===== config.mk =====
export PLATFORM = sky130hd
export DESIGN_NAME = counter_event_monitor
export DESIGN_NICKNAME = d
export VERILOG_FILES = /design/src/rtl/counter_event_monitor.sv
export SDC_FILE = /design/constraint.sdc
export NUM_CORES = 1
export LEC_CHECK = 0
export BUFFER_PORTS_ARGS = -buffer_cell sky130_fd_sc_hd__buf_2
export CAP_MARGIN = 20
export CORE_UTILIZATION = 30
export DETAILED_ROUTE_END_ITERATION = 6
export GPL_ROUTABILITY_DRIVEN = 0
export SLEW_MARGIN = 10
export SYNTH_ARGS = -nofsm -noshare
export SYNTH_HDL_FRONTEND = slang
export SYNTH_SLANG_ARGS = --single-unit

===== constraint.sdc =====
create_clock -name clk -period 16.9 [get_ports clk]
set_input_delay 0.845 -clock clk [delete_from_list [all_inputs] [get_ports clk]]
set_output_delay 0.845 -clock clk [all_outputs]
set_load 0.05 [all_outputs]

===== src/rtl/counter_event_monitor.sv =====
// Watches the counter output for wrap and threshold-crossing events and
// queues each one, timestamped, in a small FIFO drained over valid/ready.
module counter_event_monitor #(
  parameter int unsigned DEPTH   = 8,
  parameter int unsigned STAMP_W = 16
) (
  input  logic                       clk,
  input  logic                       resetn,
  input  logic [31:0]                q_in,
  input  logic                       q_valid,
  input  logic                       arm,
  input  logic [31:0]                thresh_hi,
  input  logic [31:0]                thresh_lo,
  output logic                       evt_valid,
  input  logic                       evt_ready,
  output logic [1:0]                 evt_code,
  output logic [31:0]                evt_value,
  output logic [STAMP_W-1:0]         evt_stamp,
  output logic [$clog2(DEPTH):0]     fifo_level,
  output logic                       ovf,
  output logic                       collide,
  input  logic                       flag_clr
);

  localparam int unsigned AW = $clog2(DEPTH);
  localparam int unsigned LW = AW + 1;

  typedef enum logic [1:0] {IDLE, PRIME, MONITOR} state_e;

  typedef struct packed {
    logic [1:0]         code;
    logic [31:0]        value;
    logic [STAMP_W-1:0] stamp;
  } entry_t;

  state_e             state_q, state_d;
  logic [31:0]        q_prev_q, q_prev_d;
  logic [STAMP_W-1:0] stamp_q, stamp_d;
  logic [AW-1:0]      wr_ptr_q, wr_ptr_d, rd_ptr_q, rd_ptr_d;
  logic [LW-1:0]      level_q, level_d;
  logic               ovf_q, ovf_d, collide_q, collide_d;
  entry_t             mem_q [DEPTH];
  entry_t             mem_d [DEPTH];

  logic       sample_en, push, pop, wr_en, full, empty, multi;
  logic [3:0] hit;
  logic [1:0] code;
  entry_t     head;

  always_comb begin
    sample_en = (state_q == MONITOR) && arm && q_valid;
    hit[0]    = (q_prev_q == '1) && (q_in == '0);
    hit[1]    = (q_prev_q == '0) && (q_in == '1);
    hit[2]    = (q_prev_q < thresh_hi) && (q_in >= thresh_hi);
    hit[3]    = (q_prev_q > thresh_lo) && (q_in <= thresh_lo);
    multi     = (hit & (hit - 4'd1)) != '0;
    if (hit[0])      code = 2'd0;
    else if (hit[1]) code = 2'd1;
    else if (hit[2]) code = 2'd2;
    else             code = 2'd3;
    push  = sample_en && (hit != '0);
    empty = (level_q == '0);
    full  = (level_q == LW'(DEPTH));
    pop   = !empty && evt_ready;
    // When full, a concurrent pop frees the slot the write lands in.
    wr_en = push && (!full || pop);
  end

  always_comb begin
    state_d  = state_q;
    q_prev_d = q_prev_q;
    case (state_q)
      IDLE: if (arm) state_d = PRIME;
      PRIME: begin
        if (!arm) state_d = IDLE;
        else if (q_valid) begin
          state_d  = MONITOR;
          q_prev_d = q_in;
        end
      end
      MONITOR: begin
        if (!arm) state_d = IDLE;
        else if (q_valid) q_prev_d = q_in;
      end
      default: state_d = IDLE;
    endcase
  end

  always_comb begin
    stamp_d  = stamp_q + 1'b1;
    wr_ptr_d = wr_ptr_q + AW'(wr_en);
    rd_ptr_d = rd_ptr_q + AW'(pop);
    level_d  = level_q + LW'(wr_en) - LW'(pop);
    mem_d    = mem_q;
    if (wr_en) mem_d[wr_ptr_q] = '{code: code, value: q_in, stamp: stamp_q};
    if (push && full && !pop) ovf_d = 1'b1;
    else if (flag_clr)        ovf_d = 1'b0;
    else                      ovf_d = ovf_q;
    if (sample_en && multi)   collide_d = 1'b1;
    else if (flag_clr)        collide_d = 1'b0;
    else                      collide_d = collide_q;
  end

  always_ff @(posedge clk) begin
    if (!resetn) begin
      state_q   <= IDLE;
      q_prev_q  <= '0;
      stamp_q   <= '0;
      wr_ptr_q  <= '0;
      rd_ptr_q  <= '0;
      level_q   <= '0;
      ovf_q     <= 1'b0;
      collide_q <= 1'b0;
    end else begin
      state_q   <= state_d;
      q_prev_q  <= q_prev_d;
      stamp_q   <= stamp_d;
      wr_ptr_q  <= wr_ptr_d;
      rd_ptr_q  <= rd_ptr_d;
      level_q   <= level_d;
      ovf_q     <= ovf_d;
      collide_q <= collide_d;
    end
  end

  // Storage needs no reset: the head is masked to zero whenever the FIFO is empty.
  always_ff @(posedge clk) begin
    mem_q <= mem_d;
  end

  always_comb begin
    head       = mem_q[rd_ptr_q];
    evt_valid  = !empty;
    evt_code   = empty ? '0 : head.code;
    evt_value  = empty ? '0 : head.value;
    evt_stamp  = empty ? '0 : head.stamp;
    fifo_level = level_q;
    ovf        = ovf_q;
    collide    = collide_q;
  end

endmodule


* Word level (Yosys, flattened, before mapping)
Index checks and enable logic that the tools add are counted.
W data, S select, Z words.
** Word-level totals
- Flip-flop bits (word level) :: 462
- Word-level logic and storage cells :: 104
- Input port bits :: 102
- Output and inout port bits :: 57
** Cells by class
- Bitwise operators :: 3
- Magnitude comparators :: 7
- Add/subtract/negate cells :: 6
- Equality and inequality tests :: 8
- Mux-type cells :: 20
- Reductions and logical operators :: 28
** Operators by type and width (number)
- $bwmux W400 :: 1
- $bmux W50 S3 :: 1
- $demux W50 S3 :: 1
- $mux W50 :: 3
- $eq A32 B32 Y1 const B :: 2
- $logic_not A32 Y1 :: 2
- $ge A32 B32 Y1 :: 1
- $gt A32 B32 Y1 :: 1
- $le A32 B32 Y1 :: 1
- $lt A32 B32 Y1 :: 1
- $mux W32 :: 1
- $add A16 B1 Y16 const B :: 1
- $mux W16 :: 1
- $mux W2 :: 7
- $logic_and A1 B1 Y1 :: 13
- $ge A4 B4 Y1 const B :: 2
- $not A3 Y4 :: 2
- $reduce_bool A4 Y1 :: 2
- $add A3 B1 Y3 :: 2
- $pmux W2 S3 :: 1
- $reduce_and A3 Y1 :: 2
- $add A4 B1 Y4 :: 1
- $and A4 B4 Y4 :: 1
- $eq A4 B4 Y1 const B :: 1
- other kinds (14) :: 21

* Depth between registers and ports, before layout
Gate-level depths: netlist (run 1).
- Depth after elaboration :: 7
- Gate-level depth with buffers :: 15
- Depth with buffers taken out :: 15

* Worst setup path after synthesis (run 1)
No wires, ideal clock.
- Kind :: input -> register
- From :: input port thresh_lo[26]
- To :: register mem_q[350] in the netlist's numbering (enable)
- Stages :: 10
- Buffers on the path :: 0
- Data arrival time :: 7302 ps
- Path slack :: 9017 ps
- Path through :: inv_1 -> ha_1 -> and4_4 -> nand4_4 -> nor4_4 -> o31ai_1 -> and3_4 -> a211oi_4 -> o211ai_4 -> nor4_1
** On the way
- Cells in the longest elaborated chain, start to end :: 5
- Elaborated cells between the ends (all ways) :: 6
- Those cells by class :: order compare (2); reduce/logical (4)
** RTL lines
- start, declared :: RTL line 13 : input logic [31:0] thresh_lo,
- $gt A32 B32 Y1 / $le A32 B32 Y1 (equally long branches) :: RTL line 55 : hit[3] = (q_prev_q > thresh_lo) && (q_in <= thresh_lo);
- $logic_and A1 B1 Y1 (*) :: RTL line 55
- $reduce_bool A4 Y1 (*) :: RTL line 61 : push = sample_en && (hit != '0);
- $logic_and A1 B1 Y1 (*) :: RTL line 61
- $logic_and A1 B1 Y1 (*) :: RTL line 66 : wr_en = push && (!full || pop);
- end signal, assigned :: RTL line 128 : mem_q <= mem_d;
- end, declared :: RTL line 42 : entry_t mem_q [DEPTH];
Mark *: on every way between the ends. The rest lies on a longest branch, timed or not.
A chain may end at the register's enable or synchronous reset.

* Final worst setup path (run 1)
- From :: input port q_in[29]
- To :: register mem_q[76] in the netlist's numbering (enable)
** On the way
- Cells in the longest elaborated chain, start to end :: 5
- Elaborated cells between the ends (all ways) :: 11
- Those cells by class :: order compare (2); eq/ne (1); reduce/logical (8)
** RTL lines
- start, declared :: RTL line 9 : input logic [31:0] q_in,
- $ge A32 B32 Y1, or another cell as far along :: RTL line 54 : hit[2] = (q_prev_q < thresh_hi) && (q_in >= thresh_hi);
- $logic_and A1 B1 Y1 (on tied branches)
- $reduce_bool A4 Y1 (*) :: RTL line 61
- $logic_and A1 B1 Y1 (*) :: RTL line 61
- $logic_and A1 B1 Y1 (*) :: RTL line 66
Marks and branches as above.

==> flow_metrics.env, run 1 <==
export IMPL_status="completed"
export IMPL_hpwl_mm=37.4
export IMPL_io_pins=159
export IMPL_core_mm2=0.0703
export IMPL_setup_viol=0
export IMPL_hp_class="reg -> reg"
export IMPL_clockBufferDepth=3
export IMPL_synth_cell_types=65
export IMPL_hold_viol_final=0
export IMPL_finalNetCount=1828
export IMPL_cts_sink_count=462
export IMPL_clockRootBuffer="clkbuf_16"
export IMPL_max_freq_mhz=227
export IMPL_mostFrequentLayoutCells="edfxtp_1, buf_2, ha_1, mux4_2, nand2_1"
export IMPL_irDropWorstVdd_mv=0.127
export IMPL_holdPathStages=2
export IMPL_max_stage_delay_ns=0.79
export IMPL_rr_startpoint="q_prev_q[27]"
export IMPL_syn_inst=1405
export IMPL_cts_made_buffers=47
export IMPL_maxCapViolCount=0
export IMPL_path_max_fanout=26
export IMPL_drc=0
export IMPL_antenna_cells=0
export IMPL_worst_pin_slew_ns=1.00
export IMPL_yosysSeqAreaShare_pct=62.1
export IMPL_clkSlewWorstSetupHoldPaths_ns=0.06
export IMPL_grt_pass1_vias=13000
export IMPL_worst_skew_pair_late_latency_ns=0.59
export IMPL_critPathLaunchType="input pin"
export IMPL_synthToLayoutAreaGrowth_pct=16.5
export IMPL_die_h_um=269
export IMPL_ys_ff_latch=462
export IMPL_cts_tree="built"
export IMPL_cp_arrival_ns=4.63
export IMPL_row_count=97
export IMPL_fin_crit_sh_pct=26.0
export IMPL_powerDensity_mw_per_mm2=128
export IMPL_slowest_stage="nor2_4"
export IMPL_maxSlewHeadroom_pct=32.2
export IMPL_hp_start="q_prev_q[0]"
export IMPL_path_cells="buf_2 -> ha_1 -> nand4_1 -> nor4_1 -> nand2_1 -> a31oi_1 -> o211ai_1 -> nand2_1 -> o211ai_4 -> nor2_4 -> buf_4"
export IMPL_synth_edf_count=400
export IMPL_crit_start="q_in[29]"
export IMPL_die_area_mm2=0.0722
export IMPL_grt_pass1_wl_mm=81.6
export IMPL_critPathMostFrequentCell="nand2_1"
export IMPL_postRouteWirelength_mm=54.3
export IMPL_htree_levels=2
export IMPL_fp_dieW_um=269
export IMPL_syn_nets=1648
export IMPL_crit_type="in -> reg"
export IMPL_yosysWarningCount=0
export IMPL_drive_gt1_share_pct=23.0
export IMPL_drtAntennaViolNets=0
export IMPL_synthFlopType="edfxtp_1"
export IMPL_clock_skew_ns=0.0288
export IMPL_initialDrtViolationCount=800
export IMPL_drv_slew=0
export IMPL_io_buffers=158
export IMPL_firstDrtPassIters=5
export IMPL_grt_max_degree=60
export IMPL_grt_use_total_pct=15.1
export IMPL_viasPerCell=4.95
export IMPL_netlist_area_mm2=0.0213
export IMPL_fin_util_pct=35.4
export IMPL_tns_ns=0
export IMPL_antenna_found_initial=2
export IMPL_cts_resized_gates=0
export IMPL_post_drt_wl_per_cell_um=21.2
export IMPL_cts_hold_buffers=0
export IMPL_final_common_cell="edfxtp_1"
export IMPL_critical_path_required_ns=17.13
export IMPL_cp_end_kind="flip-flop"
export IMPL_avgSynthCellArea_um2=15.2
export IMPL_cts_setup_buffers=0
export IMPL_leakage_nw=8.83
export IMPL_via_count=12700
export IMPL_r2r_cells=14
export IMPL_grt_overflow=0
export IMPL_start_util_pct=30.4
export IMPL_rsz0062_at_grt="false"
export IMPL_async_flop_share_pct=0
export IMPL_layout_min_cycle_time_ns=4.40
power by group:
| group | leakage [nW] | internal, mW | switching [mW] |
|---|---|---|---|
| clock | 0.719 | 0.580 | 0.425 |
| combinational | 3.95 | 0.297 | 0.602 |
| sequential | 4.15 | 1.25 | 0.0432 |
path summary, 6_finish.rpt:
path                            slack (ns)            end
worst min-delay path                  0.48    q_prev_q[0]
worst max-delay path                 12.50      mem_q[76]
worst max register to register       12.63  fifo_level[3]
worst min register to register        0.48    q_prev_q[0]
registers in the layout (all words and copies together), names as in the netlist:
| register | flops |
|---|---|
| collide | 1 |
| wr_ptr_q | 3 |
| fifo_level | 4 |
| state_q | 2 |
| q_prev_q | 32 |
| stamp_q | 16 |
| rd_ptr_q | 3 |
| mem_q | 400 |
| ovf | 1 |
metal layers:
metal	track usage [%]	routed length (µm)	vias to the layer above
met3	1.95	2570	61
met1	20.3	23900	6393
met4	4.39	1120	0
met5	0	0	-
li1	-	-	5863
met2	25.7	26700	361
synth_stat cells (2+ instances only):
library cell / instances / area share (%)
nand2b_1: 3 / 0.088
nor3_1: 9 / 0.21
a21oi_1: 75 / 1.8
o211ai_1: 3 / 0.11
and4b_1: 2 / 0.094
nand3b_1: 3 / 0.11
and3_1: 7 / 0.21
a21o_1: 19 / 0.67
a2111oi_0: 2 / 0.082
a31oi_1: 2 / 0.059
nor4b_2: 2 / 0.14
mux4_2: 100 / 11
buf_2: 10 / 0.23
nand4_1: 42 / 1.2
and2_1: 9 / 0.26
nor3b_1: 2 / 0.070
nor2b_1: 9 / 0.26
mux2i_1: 50 / 2.3
or3_1: 2 / 0.059
o31ai_1: 3 / 0.11
edfxtp_1: 400 / 56
dfxtp_1: 62 / 5.8
nor2_1: 89 / 1.6
nor4_1: 9 / 0.26
xor2_1: 12 / 0.49
a221oi_1: 4 / 0.16
o21ai_0: 17 / 0.40
nand2_1: 94 / 1.7
nand4b_1: 4 / 0.16
nand3_1: 20 / 0.47
ha_1: 140 / 8.2
a211oi_1: 4 / 0.14
nor4b_1: 5 / 0.21
buf_1: 8 / 0.14
inv_1: 76 / 1.3
o21a_1: 4 / 0.14
or2_2: 2 / 0.059
o21bai_1: 2 / 0.070
nor4bb_1: 33 / 1.5
and4_1: 3 / 0.12
clkbuf_1: 34 / 0.60
xnor2_1: 6 / 0.25
stage by stage:
stage,setup WS (ns),instances,power (mW),hold WS (ns),area [µm²]
floorplan,9.02,1405,1.98,0.444,21300
global placement,11.78,2474,2.23,0.459,23300
detailed placement,11.69,2474,2.24,0.471,23300
CTS,12.27,2560,3.24,0.481,24800
global route,12.20,2562,3.33,0.521,24900
finish,12.50,2562,3.19,0.482,24900
logic make-up after synthesis:
group | share of synthesized area (%)
AOI/OAI and AO/OA | 4.34
xor gates and xnor gates | 0.739
adders and majority gates | 8.30
buffers and inverters | 2.35
DFF | 62.1
muxes | 12.9
and+or+nand+nor | 9.29
worst max-delay path: cells and delay by family:
kind,cells,cell delay [ns]
fa+ha+maj,1,0.38
buf+inv,2,0.75
compound gates,3,0.70
simple gates,5,1.91
layout make-up:
type	count	area, µm²
multi-input cells	813	7640
repair buffers	184	998
well taps	940	1180
fillers	6699	45400
flip-flops and latches	462	13300
inverters	77	289
clock inverters	21	205
clock buffers	65	1280
(Power assumes the default switching activity.)
==> run 2, diff against run 1 <==
==> constraint.sdc (replaced) <==
create_clock -name clk -period 3.7 [get_ports clk]
set_input_delay 0.185 -clock clk [delete_from_list [all_inputs] [get_ports clk]]
set_output_delay 0.185 -clock clk [all_outputs]
set_load 0.05 [all_outputs]
==> run 2 against run 1 <==
Compared with the run above: clock skew is 0.035 ns higher; count of clock-buffer cells in the layout is 9 lower; total power grew to 4.7 times the previous value; non-clock buffer count is 72 higher; register-to-register slack worse by 12 ns; sequential cell count stayed put; highest routed layer unchanged.
==> flow_metrics.env, run 2 (synthesis gave the netlist of run 1 again) <==
export IMPL_status="completed"
export IMPL_whs_ns=0.0355
export IMPL_cts_tree="built"
export IMPL_firstDrtPassIters=5
export IMPL_clockBufferDepth=3
export IMPL_finalPower_mw=14.9
export IMPL_maxSlewHeadroom_pct=33.9
export IMPL_fin_crit_sh_pct=96.4
export IMPL_top_register="mem_q"
export IMPL_largest_reg_flops=400
export IMPL_io_pins=159
export IMPL_postRouteWirelength_mm=56.2
export IMPL_finalNetCount=1900
export IMPL_leakage_nw=9.27
export IMPL_io_buffers=158
export IMPL_grt_overflow=0
export IMPL_crit_type="reg -> reg"
export IMPL_clkSlewWorstSetupHoldPaths_ns=0.06
export IMPL_grt_pass1_vias=13200
export IMPL_die_area_mm2=0.0722
export IMPL_initialDrtViolationCount=831
export IMPL_critPathLaunchType="flip-flop"
export IMPL_hpwl_mm=38.9
export IMPL_max_freq_mhz=280
export IMPL_stdcell_count=2635
export IMPL_final_common_cell="edfxtp_1"
export IMPL_mostFrequentLayoutCells="edfxtp_1, buf_2, ha_1, mux4_2, nand2_1"
export IMPL_crit_start="q_prev_q[25]"
export IMPL_r2r_cells=11
export IMPL_row_count=97
export IMPL_hp_class="in -> reg"
export IMPL_hold_viol_final=0
export IMPL_worst_skew_pair_late_latency_ns=0.61
export IMPL_via_count=12900
export IMPL_grt_use_total_pct=15.6
export IMPL_drive_gt1_share_pct=26.4
export IMPL_grt_pass1_wl_mm=83.3
export IMPL_fp_dieW_um=269
export IMPL_cp_end_kind="flip-flop"
export IMPL_cts_made_buffers=47
export IMPL_clockRootBuffer="clkbuf_16"
export IMPL_dp_cells=2528
export IMPL_hp_start="q_in[14]"
export IMPL_drtAntennaViolNets=0
export IMPL_maxCapViolCount=0
export IMPL_cts_sink_count=462
export IMPL_worst_pin_slew_ns=0.992
export IMPL_rr_startpoint="q_prev_q[25]"
export IMPL_layout_min_cycle_time_ns=3.57
export IMPL_irDropWorstVdd_mv=0.924
export IMPL_antenna_found_initial=0
export IMPL_setup_viol=0
export IMPL_r2r_slack_ns=0.13
export IMPL_endpoint="mem_q[270]"
export IMPL_synthToLayoutAreaGrowth_pct=21.3
export IMPL_fin_util_pct=36.9
export IMPL_place_area_mm2=0.0241
export IMPL_htree_levels=2
export IMPL_finalInstanceArea_mm2=0.0259
export IMPL_r2r_end="mem_q[270]"
export IMPL_core_mm2=0.0703
export IMPL_drc=0
export IMPL_top_regs="mem_q: 400 flops, q_prev_q: 32 flops, stamp_q: 16 flops"
export IMPL_start_util_pct=30.4
export IMPL_die_h_um=269
export IMPL_post_drt_wl_per_cell_um=21.3
export IMPL_grt_max_degree=54
export IMPL_cp_arrival_ns=3.81
export IMPL_viasPerCell=4.91
export IMPL_drv_slew=0
export IMPL_powerDensity_mw_per_mm2=576
export IMPL_critical_path_required_ns=3.94
export IMPL_clock_skew_ns=0.0643
export IMPL_path_max_fanout=24
export IMPL_rsz0062_at_grt="false"
## run 2: changes by cell type in the layout (fill, tap and decap cells not counted), sizes merged
cell         before  now
buf             184  238
bufinv            3    5
clkbuf           65   56
clkinv           15   19
clkinvlp          2    1
diode             0    2
dlygate4sd3       0   18
inv              78   81
## run 2: how the worst min path moves through the flow
stage / to / slack, ns / cells past startpoint
after global routing: mem_q[190] / 0.03 / 2
after detailed placement: q_prev_q[0] / 0.46 / 2
after floorplan: mem_q[116] / 0.28 / 0
after global placement: q_prev_q[0] / 0.46 / 2
final: mem_q[280] / 0.04 / 2
after CTS: mem_q[90] / 0.004 / 2
## run 2: power by group
part	switching [mW]	internal (mW)	total, mW
Combinational	2.82	1.44	4.27
Clock	2.01	2.77	4.78
Sequential	0.168	5.69	5.86
Total	5.00	9.90	14.9
## run 2: final cells by class
class / instances / area [µm²]
flip-flops and latches: 462 / 13300
clock inverters: 29 / 362
fillers: 6582 / 44400
inverters: 77 / 289
diodes: 2 / 5.00
clock buffers: 56 / 1230
repair buffers: 256 / 1830
multi-input cells: 813 / 7730
well taps: 940 / 1180
## run 2: metrics by stage
| stage | setup TNS [ns] | setup slack (ns) |
|---|---|---|
| 3_5_place_dp | -40.08 | -0.172 |
| 5_1_grt | 0 | 0.0440 |
| 3_3_place_gp | -25.82 | -0.171 |
| 2_1_floorplan | -90.73 | -0.482 |
| 4_1_cts | 0 | 0.109 |
| 6_report | 0 | 0.133 |
## run 2: metal layers
metal	global-route usage, %	share of wire [%]	routed length [µm]	up-vias
li1	-	-	-	6014
met1	21.0	45	25200	6500
met2	25.4	47	26400	360
met3	2.72	5.3	2970	74
met4	5.14	2.8	1560	0
met5	0	0	0	-
## run 2: worst max-delay path, cell delays in order (launching register included)
cell and delay (ns):
dfxtp_1 0.50, ha_1 0.31, a21oi_1 0.17, o21ai_0 0.13, a221oi_1 0.34, o221a_2 0.31
o211ai_1 0.22, nand2_2 0.20, o211ai_4 0.11, buf_4 0.22, nor4b_4 0.42, buf_12 0.26
## run 2: timing repair
action                                 in CTS  in global routing
setup buffers                               0                  1
hold buffers                               18                  0
setup endpoints to repair                 305                182
gates resized for setup                     3                  4
pin swaps                                   1                  1
endpoints found under the hold margin      71                  0
==> run 3, diff against run 2 <==
--- a/config.mk
+++ b/config.mk
@@ -5,6 +5,7 @@
 export SDC_FILE = /design/constraint.sdc
 export NUM_CORES = 1
 export LEC_CHECK = 0
+export ABC_AREA = 1
 export BUFFER_PORTS_ARGS = -buffer_cell sky130_fd_sc_hd__buf_2
 export CAP_MARGIN = 20
 export CORE_UTILIZATION = 30
==> constraint.sdc (replaced) <==
create_clock -name clk -period 4.2 [get_ports clk]
set_input_delay 0.21 -clock clk [delete_from_list [all_inputs] [get_ports clk]]
set_output_delay 0.21 -clock clk [all_outputs]
set_load 0.05 [all_outputs]
==> run 3 against run 2 <==
Compared with the run above: wire length grew 8.6%; die area grew 1.0%; total power shrank 2.8%; worst setup slack gained 0.34 ns; combinational power grew 22%; core utilization shrank 1.1 points; non-clock buffer count shrank 56; first-iteration DRC count grew 58%; sequential cell count is the same; cell count grew 21%; register-to-register slack gained 0.34 ns; fmax shrank 4.2%.
==> flow_metrics.env, run 3 <==
export IMPL_top_regs="mem_q: 400 flops, q_prev_q: 32 flops, stamp_q: 16 flops"
export IMPL_syn_inst=2049
export IMPL_antenna_found_initial=4
export IMPL_largest_reg_flops=400
export IMPL_drc=0
export IMPL_synth_cell_types=37
export IMPL_synthToLayoutAreaGrowth_pct=17.0
export IMPL_fin_crit_sh_pct=88.7
export IMPL_htree_levels=2
export IMPL_cp_end_kind="flip-flop"
export IMPL_cts_sink_count=462
export IMPL_fillers=7050
export IMPL_postRouteWirelength_mm=61.0
export IMPL_io_buffers=158
export IMPL_seqPwrFrac_pct=36.1
export IMPL_synth_commonest_cells="edfxtp_1, nor2_1, o21ai_0"
export IMPL_hpwl_mm=39.4
export IMPL_leakage_nw=9.54
export IMPL_clock_skew_ns=0.0190
export IMPL_synth_top_area_share_pct=55.7
export IMPL_p_switching_mw=5.82
export IMPL_drive_gt1_share_pct=12.5
export IMPL_critical_path_required_ns=4.40
export IMPL_p_comb_share_pct=36.1
export IMPL_grt_pass1_vias=15300
export IMPL_maxSlewHeadroom_pct=17.6
export IMPL_critPathMostFrequentCell="nand2_1"
export IMPL_grt_overflow=0
export IMPL_irDropWorstVdd_mv=0.474
export IMPL_synth_most_common_cell="edfxtp_1"
export IMPL_io_pins=159
export IMPL_initialDrtViolationCount=1316
export IMPL_syn_nets=2292
export IMPL_synthFlopType="edfxtp_1"
export IMPL_start_util_pct=30.5
export IMPL_top_register="mem_q"
export IMPL_p_clk_share_pct=27.8
export IMPL_status="completed"
export IMPL_drv_slew=0
export IMPL_die_h_um=270
export IMPL_yosysSeqAreaShare_pct=61.5
export IMPL_hp_class="in -> reg"
export IMPL_grt_pass1_wl_mm=92.5
export IMPL_crit_type="reg -> reg"
export IMPL_avgSynthCellArea_um2=10.5
export IMPL_clockBufferDepth=3
export IMPL_yosys_area_top_type="edfxtp_1"
export IMPL_setup_viol=0
export IMPL_grt_max_degree=202
export IMPL_row_count=97
export IMPL_rsz0062_at_grt="false"
export IMPL_cts_resized_gates=0
export IMPL_cts_setup_buffers=0
export IMPL_r2r_slack_ns=0.47
export IMPL_via_count=15900
export IMPL_fin_util_pct=35.7
export IMPL_critPathLaunchType="flip-flop"
export IMPL_sw_frac_of_total_pct=40.1
export IMPL_cts_tree="built"
export IMPL_fp_dieW_um=270
export IMPL_cp_top_family="simple AND/OR/NAND/NOR gates"
export IMPL_hold_viol_final=0
export IMPL_ys_ff_latch=462
export IMPL_post_drt_wl_per_cell_um=19.1
export IMPL_drtAntennaViolNets=0
export IMPL_clkSlewWorstSetupHoldPaths_ns=0.06
export IMPL_die_area_mm2=0.0730
export IMPL_maxCapViolCount=0
export IMPL_netlist_area_mm2=0.0216
export IMPL_final_common_cell="edfxtp_1"
export IMPL_worst_path_buf_inv=2
export IMPL_p_int_mw=8.67
export IMPL_path_max_fanout=31
export IMPL_firstDrtPassIters=5
export IMPL_synth_area_leaders="edfxtp_1, ha_1, o21ai_0"
export IMPL_async_flop_share_pct=0
export IMPL_whs_ns=0.0283
export IMPL_yosysWarningCount=0
export IMPL_worst_skew_pair_late_latency_ns=0.58
export IMPL_clockRootBuffer="clkbuf_16"
export IMPL_max_stage_delay_ns=0.47
export IMPL_synth_edf_count=400
export IMPL_cp_arrival_ns=3.93
export IMPL_grt_use_total_pct=16.4
export IMPL_layout_min_cycle_time_ns=3.73
export IMPL_path_cells="ha_1 -> nand2_1 -> nor2_1 -> and2_1 -> inv_1 -> nor2_1 -> nand2_1 -> a21oi_1 -> nand2_1 -> nand3_1 -> nand4_1 -> nor2_4 -> buf_4"
export IMPL_finalNetCount=2451
export IMPL_core_mm2=0.0706
export IMPL_cts_made_buffers=49
export IMPL_worst_pin_slew_ns=1.24
export IMPL_mostFrequentLayoutCells="edfxtp_1, nor2_1, o21ai_0, inv_1, buf_2"
export IMPL_slowest_stage="buf_4"
export IMPL_viasPerCell=4.99
export IMPL_max_freq_mhz=268
export IMPL_powerDensity_mw_per_mm2=574
==> run 3: timing repair <==
item | CTS | global route
hold endpoints to repair | 79 | 0
hold buffers | 12 | 0
setup endpoints to repair | 0 | 0
==> run 3: final timing paths <==
| kind | startpoint | to | cells after the start |
|---|---|---|---|
| worst min register to register | ovf | ovf | 2 |
| worst max-delay path | q_prev_q[31] | mem_q[290] | 13 |
| worst min-delay path | q_in[14] | mem_q[130] | 1 |
| worst max register to register | q_prev_q[31] | mem_q[290] | 13 |
==> run 3: routing by layer <==
layer / track usage (%) / part of all wire, % / vias up
li1: - / - / 7610
met1: 22.6 / 45 / 7746
met2: 27.0 / 47 / 493
met3: 2.48 / 6.2 / 64
met4: 3.66 / 1.6 / 4
met5: 0 / 0.044 / -
==> run 3: cell type report <==
cell class | instances | area (µm²) | area share [%]
flip-flops and latches | 462 | 13300 | 52.6
multi-input cells | 1320 | 7360 | 29.2
clock buffers | 72 | 1350 | 5.37
repair buffers | 200 | 1270 | 5.05
well taps | 940 | 1180 | 4.66
inverters | 175 | 664 | 2.63
clock inverters | 19 | 136 | 0.541
diodes | 1 | 2.50 | 0.00992
==> run 3: cells by family (layout without fill, tap and decap cells) <==
logic type	count (synthesis)	count (layout)	share of synthesized area, %
AO/OA/AOI/OAI	528	528	13.0
flip-flops	462	462	61.5
XOR/XNOR	3	3	0.122
adder cells (fa/ha/maj)	141	141	8.22
AND/OR/NAND/NOR	647	647	12.4
multiplexers	1	1	0.0464
buffers and inverters	267	466	4.72
other	0	1	0
==> run 3: power by group through the flow <==
| stage | Combinational [mW] | Clock, mW | Sequential, mW |
|---|---|---|---|
| floorplan | 3.60 | 0 | 5.33 |
| global placement | 5.21 | 0 | 5.32 |
| detailed placement | 5.30 | 0 | 5.32 |
| CTS | 5.33 | 4.10 | 5.22 |
| global route | 5.71 | 4.27 | 5.24 |
| finish | 5.23 | 4.03 | 5.23 |
==> run 3: through the flow <==
stage                     setup slack [ns]  instances  cell area (µm²)  power [mW]  setup TNS [ns]
after floorplan                   -0.00592       2049            21600        8.93           -2.37
after global placement               0.511       3085            23600        10.5               0
after detailed placement             0.455       3085            23600        10.6               0
after CTS                            0.469       3188            25200        14.7               0
after global routing                 0.247       3188            25200        15.2               0
final                                0.475       3189            25200        14.5               0
